**config.mk**
```make
export PLATFORM = sky130hd
export DESIGN_NAME = regfile_scoreboard
export DESIGN_NICKNAME = d
export VERILOG_FILES = /design/src/rtl/regfile_scoreboard.sv
export SDC_FILE = /design/constraint.sdc
export NUM_CORES = 2
export LEC_CHECK = 0
export ABC_CLOCK_PERIOD_IN_PS = 4500
export CELL_PAD_IN_SITES_DETAIL_PLACEMENT = 1
export CELL_PAD_IN_SITES_GLOBAL_PLACEMENT = 2
export CORE_UTILIZATION = 43
export CTS_BUF_LIST = sky130_fd_sc_hd__clkbuf_4
export DETAILED_ROUTE_END_ITERATION = 10
export PLACE_DENSITY_LB_ADDON = 0.1
export SYNTH_ARGS = -nofsm -noshare
export SYNTH_HDL_FRONTEND = slang
export SYNTH_SLANG_ARGS = --single-unit
```
**constraint.sdc**
```tcl
create_clock -name clk -period 4.5 [get_ports clk]
set_input_delay 0.45 -clock clk [delete_from_list [all_inputs] [get_ports clk]]
set_output_delay 0.45 -clock clk [all_outputs]
set_load 0.02 [all_outputs]
```
**src/rtl/regfile_scoreboard.sv**
```systemverilog
// -----------------------------------------------------------------------------
// regfile_scoreboard
//
// General-purpose register file with two combinational read ports, one
// synchronous write port, and a per-register busy scoreboard for in-flight
// producers. Decode issues destinations (setting busy) and checks hazards on
// the read addresses; writeback writes data and clears busy.
//
// Parameters
//   DATA_W   register width in bits
//   DEPTH    number of registers (power of two, >= 2)
//   ZERO_REG 1: register 0 reads 0, is never written, never marked busy
//
// Ports
//   clk, rst_n           clock (rising edge), asynchronous active-low reset
//   we, waddr, wdata     writeback write port; a write also clears busy[waddr]
//   raddr1/2, rdata1/2   combinational read ports
//   issue_valid/rd       issued destination; sets busy[issue_rd]
//   flush                clears every busy bit (issue ignored, write kept)
//   rs1_busy, rs2_busy   busy bit of raddr1 / raddr2 (combinational)
//   busy_count           registered popcount of the busy vector, one cycle
//                        behind the busy bits
//
// Configuration macro
//   REGFILE_BYPASS_EN    when defined, a same-cycle write to a read address is
//                        forwarded to rdataN and its busy bit reads as cleared
//                        (unless the same address is being issued this cycle).
//                        When undefined, reads return the stored state only.
// -----------------------------------------------------------------------------
module regfile_scoreboard #(
  parameter int DATA_W   = 32,
  parameter int DEPTH    = 32,
  parameter int ZERO_REG = 1
) (
  input  logic                       clk,
  input  logic                       rst_n,
  input  logic                       we,
  input  logic [$clog2(DEPTH)-1:0]   waddr,
  input  logic [DATA_W-1:0]          wdata,
  input  logic [$clog2(DEPTH)-1:0]   raddr1,
  input  logic [$clog2(DEPTH)-1:0]   raddr2,
  output logic [DATA_W-1:0]          rdata1,
  output logic [DATA_W-1:0]          rdata2,
  input  logic                       issue_valid,
  input  logic [$clog2(DEPTH)-1:0]   issue_rd,
  input  logic                       flush,
  output logic                       rs1_busy,
  output logic                       rs2_busy,
  output logic [$clog2(DEPTH+1)-1:0] busy_count
);

  localparam int ADDR_W = $clog2(DEPTH);
  localparam int CNT_W  = $clog2(DEPTH+1);
  localparam bit HAS_ZERO = (ZERO_REG != 0);

  logic [DATA_W-1:0] mem [DEPTH];
  logic [DEPTH-1:0]  busy;
  logic [DEPTH-1:0]  busy_next;

  // Qualified write / issue: register 0 is neither writable nor settable
  // when it is hard-wired to zero.
  logic wr_ok;
  logic set_ok;

  assign wr_ok  = we && !(HAS_ZERO && (waddr == ADDR_W'(0)));
  assign set_ok = issue_valid && !(HAS_ZERO && (issue_rd == ADDR_W'(0)));

  function automatic logic [CNT_W-1:0] popcount(input logic [DEPTH-1:0] v);
    logic [CNT_W-1:0] c;
    c = '0;
    for (int i = 0; i < DEPTH; i++) begin
      c = c + CNT_W'(v[i]);
    end
    return c;
  endfunction

  // Busy update. Clear is applied before set so that a new producer issued
  // to the same register that is writing back keeps the bit set.
  always_comb begin
    busy_next = busy;
    if (flush) begin
      busy_next = '0;
    end else begin
      if (wr_ok) begin
        busy_next[waddr] = 1'b0;
      end
      if (set_ok) begin
        busy_next[issue_rd] = 1'b1;
      end
    end
  end

  always_ff @(posedge clk or negedge rst_n) begin
    if (!rst_n) begin
      for (int i = 0; i < DEPTH; i++) begin
        mem[i] <= '0;
      end
      busy       <= '0;
      busy_count <= '0;
    end else begin
      if (wr_ok) begin
        mem[waddr] <= wdata;
      end
      busy       <= busy_next;
      // Counts the vector as it stood before this edge: one cycle behind.
      busy_count <= popcount(busy);
    end
  end

`ifdef REGFILE_BYPASS_EN
  // Forwarding is suppressed during reset so all read outputs stay at 0.
  logic byp_ok;
  assign byp_ok = wr_ok && rst_n;
`endif

  always_comb begin
    rdata1   = mem[raddr1];
    rs1_busy = busy[raddr1];
`ifdef REGFILE_BYPASS_EN
    if (byp_ok && (waddr == raddr1)) begin
      rdata1   = wdata;
      rs1_busy = set_ok && (issue_rd == raddr1);
    end
`endif
    if (HAS_ZERO && (raddr1 == ADDR_W'(0))) begin
      rdata1   = '0;
      rs1_busy = 1'b0;
    end
  end

  always_comb begin
    rdata2   = mem[raddr2];
    rs2_busy = busy[raddr2];
`ifdef REGFILE_BYPASS_EN
    if (byp_ok && (waddr == raddr2)) begin
      rdata2   = wdata;
      rs2_busy = set_ok && (issue_rd == raddr2);
    end
`endif
    if (HAS_ZERO && (raddr2 == ADDR_W'(0))) begin
      rdata2   = '0;
      rs2_busy = 1'b0;
    end
  end

endmodule

```
Word level (Yosys, flattened, before mapping) --
Cells that the tools add are included.
Cells by class: add/sub/neg operators 31, order comparisons 10, mux-type cells 25, bitwise gates (word level) 6, reductions and logical operators 11
Operators by type and width (number):
- 1024-bit bitwise mux | 1
- 32-bit two-way mux | 11
- 32-bit binary-select mux with 5-bit select | 2
- 32-bit demux with 5-bit select | 1
- 6-bit by 1-bit adder with 6-bit output | 26
- 32-bit AND | 1
- 32-bit inverter | 1
- 32-bit OR | 1
- 5-bit by 6-bit less-than comparator with 1-bit output (second input constant) | 4
- 5-bit zero test | 4
- 6-bit >= comparator (second input constant) | 3
- 5-bit inverter with 6-bit output | 3
- 1-bit binary-select mux with 5-bit select | 2
- 1-bit demux with 5-bit select | 2
- 5-bit by 1-bit >= comparator with 1-bit output (second input constant) | 2
- 5-bit by 1-bit adder with 6-bit output | 1
- 6-bit by 1-bit less-than comparator with 1-bit output (second input constant) | 1
- 1-bit two-way mux | 6
- 4-bit by 1-bit adder with 5-bit output | 1
- 1-bit logical AND | 5
- 3-bit by 1-bit adder with 4-bit output | 1
- 2-bit by 1-bit adder with 3-bit output | 1
- 1-bit by 1-bit adder with 2-bit output | 1
- 1-bit zero test | 2
Word-level totals: flip-flop bits (word level) 1062, bits of input ports 57, output and inout port bits 72, logic and storage cells 117

Longest topological paths before layout --
depth after elaboration 31, mapped depth 15, gate-level depth less buffers 15

Worst setup path before layout --
OpenSTA, ideal clock, no wires.
path type reg-to-reg, start point register busy[17], end point register busy_count[4], setup time 0.123 ns, data arrival time 4.289 ns, required time 4.377 ns, path slack 0.088 ns, stages on the path, launching flop included 16, path buffers 0, clock period less this slack 4.412 ns, path through dfrtp_1 -> fa_1 -> inv_1 -> fa_1 -> fa_1 -> fa_1 -> fa_1 -> fa_1 -> inv_1 -> ha_1 -> inv_1 -> fa_1 -> inv_1 -> a21o_1 -> a21oi_1 -> xnor2_1
Between the ends: longest elaborated chain between the ends 15
Ends and longest elaborated chain:
- from (decl) | RTL line 57 | logic [DEPTH-1:0] busy;
- from (signal assigned) | RTL line 104 | busy <= busy_next;
- 6-bit by 1-bit adder with 6-bit output (15 in series) | RTL line 72 | c = c + CNT_W'(v[i]);
- to (signal assigned) | RTL line 106 | busy_count <= popcount(busy);
- to (decl) | RTL line 49 | output logic [$clog2(DEPTH+1)-1:0] busy_count
No other way between the ends. A chain may end at the register's enable or synchronous reset.

Worst setup path in the final report --
start point register busy[17], end point register busy_count[5]
Same word-level chain as after synthesis.

==> flow_metrics.env <==
export IMPL_status="complete, no violations"
export IMPL_dieWidth_um=367
export IMPL_synth_cell_area_um2=57200
export IMPL_antenna_found_initial=18
export IMPL_synth_edf_count=0
export IMPL_p_leak_nw=28.1
export IMPL_synth_compound_area_frac=0.0528
export IMPL_initial_core_util=0.434
export IMPL_crit_type="flop to flop"
export IMPL_fmax_mhz=225
export IMPL_yosys_area_share_simple=0.0196
export IMPL_tritoncts="yes"
export IMPL_post_synth_cell_area_avg_um2=14.7
export IMPL_timing_hold_ws_ns=0.134
export IMPL_root_buffer="clkbuf_4"
export IMPL_maxSlewViolCount=0
export IMPL_clkTransAtPathRegs_ns=0.06
export IMPL_synthFlopType="dfrtp_1"
export IMPL_synth_xor_area_share=0.000460
export IMPL_synth_top_family_by_area="multiplexers"
export IMPL_wl_per_cell_um=35.1
export IMPL_rsz0062_at_grt="yes"
export IMPL_regArea_um2=26600
export IMPL_reg2reg_depth=14
export IMPL_placed_cells=5547
export IMPL_powerDensity_nw_per_um2=426
export IMPL_cap_violations=0
export IMPL_place_gp_congestion=0.827
export IMPL_h_tree_depth=5
export IMPL_synthMuxAreaShare=0.413
export IMPL_cts_sinks=1062
export IMPL_grt_usage=0.324
export IMPL_grt_overflow=0
export IMPL_cts_buffers=322
export IMPL_synth_commonest_cells="dfrtp_1 (1062), mux2_2 (1047), mux4_2 (462)"
export IMPL_fin_util=0.492
export IMPL_crit_required_ns=5.69
export IMPL_crit_fanout=2
export IMPL_port_buffers=128
export IMPL_drc_errors=0
export IMPL_dpl_cell_area_um2=60900
export IMPL_yosysUniqueCellTypes=41
export IMPL_core_um2=132000
export IMPL_start_kind="flop"
export IMPL_max_clock_path_buffers=4
export IMPL_vias_per_cell=6.37
export IMPL_ant_nets=0
export IMPL_synth_fp_nets=3976
export IMPL_netlist_instances=3888
export IMPL_fillCellCount=12815
export IMPL_grt_max_degree=121
export IMPL_worstReg2RegStart="busy[17]"
export IMPL_hpwl_um=132000
export IMPL_hp_start="issue_rd[3]"
export IMPL_final_setup_skew_ns=0.0495
export IMPL_min_path_type="primary input to flop"
export IMPL_multi_input_area_um2=28600
export IMPL_min_period_over_period=0.989
export IMPL_r2r_end="busy_count[5]"
export IMPL_finalCriticalPeriod_ns=4.45
export IMPL_relSlewSlack=0.130
export IMPL_fin_area_um2=64700
export IMPL_end_kind="flop"
export IMPL_ys_ff_latch=1062
export IMPL_synth_top_cell_area_share=0.465
export IMPL_grt_pass1_vias=43327
export IMPL_drtIter0Drc=2995
export IMPL_hold_end="busy[13]"
export IMPL_async_reset_ff_frac=1.00
export IMPL_synth_adder_area_share=0.00993
export IMPL_synth_seq_area_share=0.465
export IMPL_clk_latency_ns=1.30
export IMPL_wl_um=214000
export IMPL_setup_viol=0
export IMPL_die_area_um2=134000
export IMPL_final_layout_size_suffix_gt1_frac=0.531
export IMPL_crit_arrival_ns=5.64
export IMPL_whs_path_depth=3
export IMPL_row_count=133
export IMPL_vias=38794
export IMPL_dieHeight_um=367
export IMPL_tightest_slew_ns=1.30
export IMPL_drtPass1Iterations=5
export IMPL_instances_no_fill=6087
export IMPL_yosysTopAreaCell="dfrtp_1"
export IMPL_syn2layout_area_growth_pct=13.2
export IMPL_hold_viol_final=0
export IMPL_fin_nets=4210
export IMPL_max_vdd_ir_drop_mv=0.289
export IMPL_synth_area_top_cells="dfrtp_1 (46%), mux2_2 (21%), mux4_2 (18%)"
export IMPL_post_synth_top_count_cell="dfrtp_1"
export IMPL_r2r_setup_slack_ns=0.05
export IMPL_yosys_warnings=0
export IMPL_grt_pass1_wl_um=314000
export IMPL_io_pins=129
-- flip-flops by register name, indices dropped and copies added, names as in the netlist --
signal      cells
busy_count      6
mem          1024
busy           32
-- worst max-delay path by stage --
stage              from  slack, ns       endpoint  depth (start not counted)
3_3_place_gp   busy[17]      -0.09  busy_count[4]                         15
2_1_floorplan  busy[17]       0.09  busy_count[4]                         15
5_1_grt         busy[3]      -0.08  busy_count[4]                         15
3_5_place_dp   busy[17]      -0.12  busy_count[4]                         15
4_1_cts         busy[0]      -0.02  busy_count[4]                         15
6_report       busy[17]       0.05  busy_count[5]                         14
-- power breakdown --
group | leakage, nW | internal, mW | switching (mW) | total (mW)
Clock | 2.23 | 4.66 | 4.38 | 9.04
Sequential | 13.7 | 11.3 | 1.33 | 12.6
Combinational | 12.3 | 3.38 | 2.51 | 5.89
-- worst max-delay path, stage by stage, from the launching register on --
cell and delay (ns):
dfrtp_1 0.40, fa_1 0.55, inv_1 0.06, fa_1 0.49
fa_1 0.45, fa_1 0.54, fa_1 0.43, fa_1 0.50
inv_1 0.05, ha_2 0.18, buf_4 0.13, a21o_1 0.14
a21oi_1 0.23, nor2b_1 0.08, o21a_1 0.17
-- through the flow --
stage / TNS, ns / setup WS (ns) / power [mW]
floorplan: 0 / 0.0883 / 16.5
global placement: -0.0882 / -0.0882 / 18.2
detailed placement: -0.127 / -0.122 / 18.7
CTS: -0.0195 / -0.0195 / 27.8
global route: -0.160 / -0.0809 / 28.9
finish: 0 / 0.0500 / 27.6
-- layout make-up --
type | count | share of cell area
clock buffers | 449 | 0.0521
inverters | 50 | 0.00298
well taps | 1755 | 0.0339
diodes | 10 | 0.000387
clock inverters | 75 | 0.00522
multi-input cells | 2333 | 0.443
flip-flops and latches | 1062 | 0.411
repair buffers | 353 | 0.0522
-- layout by cell type, fill, tap and decap left out, types with 11 or more instances in the layout --
master / n
dfrtp_1: 1062
mux2i_1: 132
o2111ai_1: 18
nand2_1: 47
clkbuf_4: 449
mux2_1: 11
a22oi_1: 80
nor2_4: 18
a211oi_1: 66
clkdlybuf4s50_1: 73
buf_4: 225
mux4_2: 462
buf_12: 38
inv_1: 45
nor2b_1: 69
o21ai_0: 117
a221oi_1: 48
mux2_2: 1047
clkinv_1: 65
fa_1: 23
nor2_1: 36
a311oi_1: 66
nand2_4: 11
a21oi_1: 12
-- cells by family (layout without fill, tap and decap cells) --
logic type	Yosys count	count (layout)
flip-flops	1062	1062
other	0	10
adder cells (fa/ha/maj)	31	31
AO/OA/AOI/OAI	425	425
AND/OR/NAND/NOR	222	222
buffers and inverters	493	927
XOR/XNOR	3	3
multiplexers	1652	1652
-- routing by layer --
layer / up-vias / part of all wire / GRT usage
li1: 15590 / - / -
met1: 21230 / 0.41 / 0.424
met2: 1427 / 0.48 / 0.520
met3: 531 / 0.058 / 0.0601
met4: 16 / 0.046 / 0.154
met5: - / 0.00049 / 0
-- repair_timing --
action	CTS	global route
pin swaps	1	3
setup endpoints to repair	1	3
hold buffers	6	0
gates resized for setup	2	4
buffers inserted	0	0
endpoints found under the hold margin	1050	0
(Power assumes the default switching activity.)
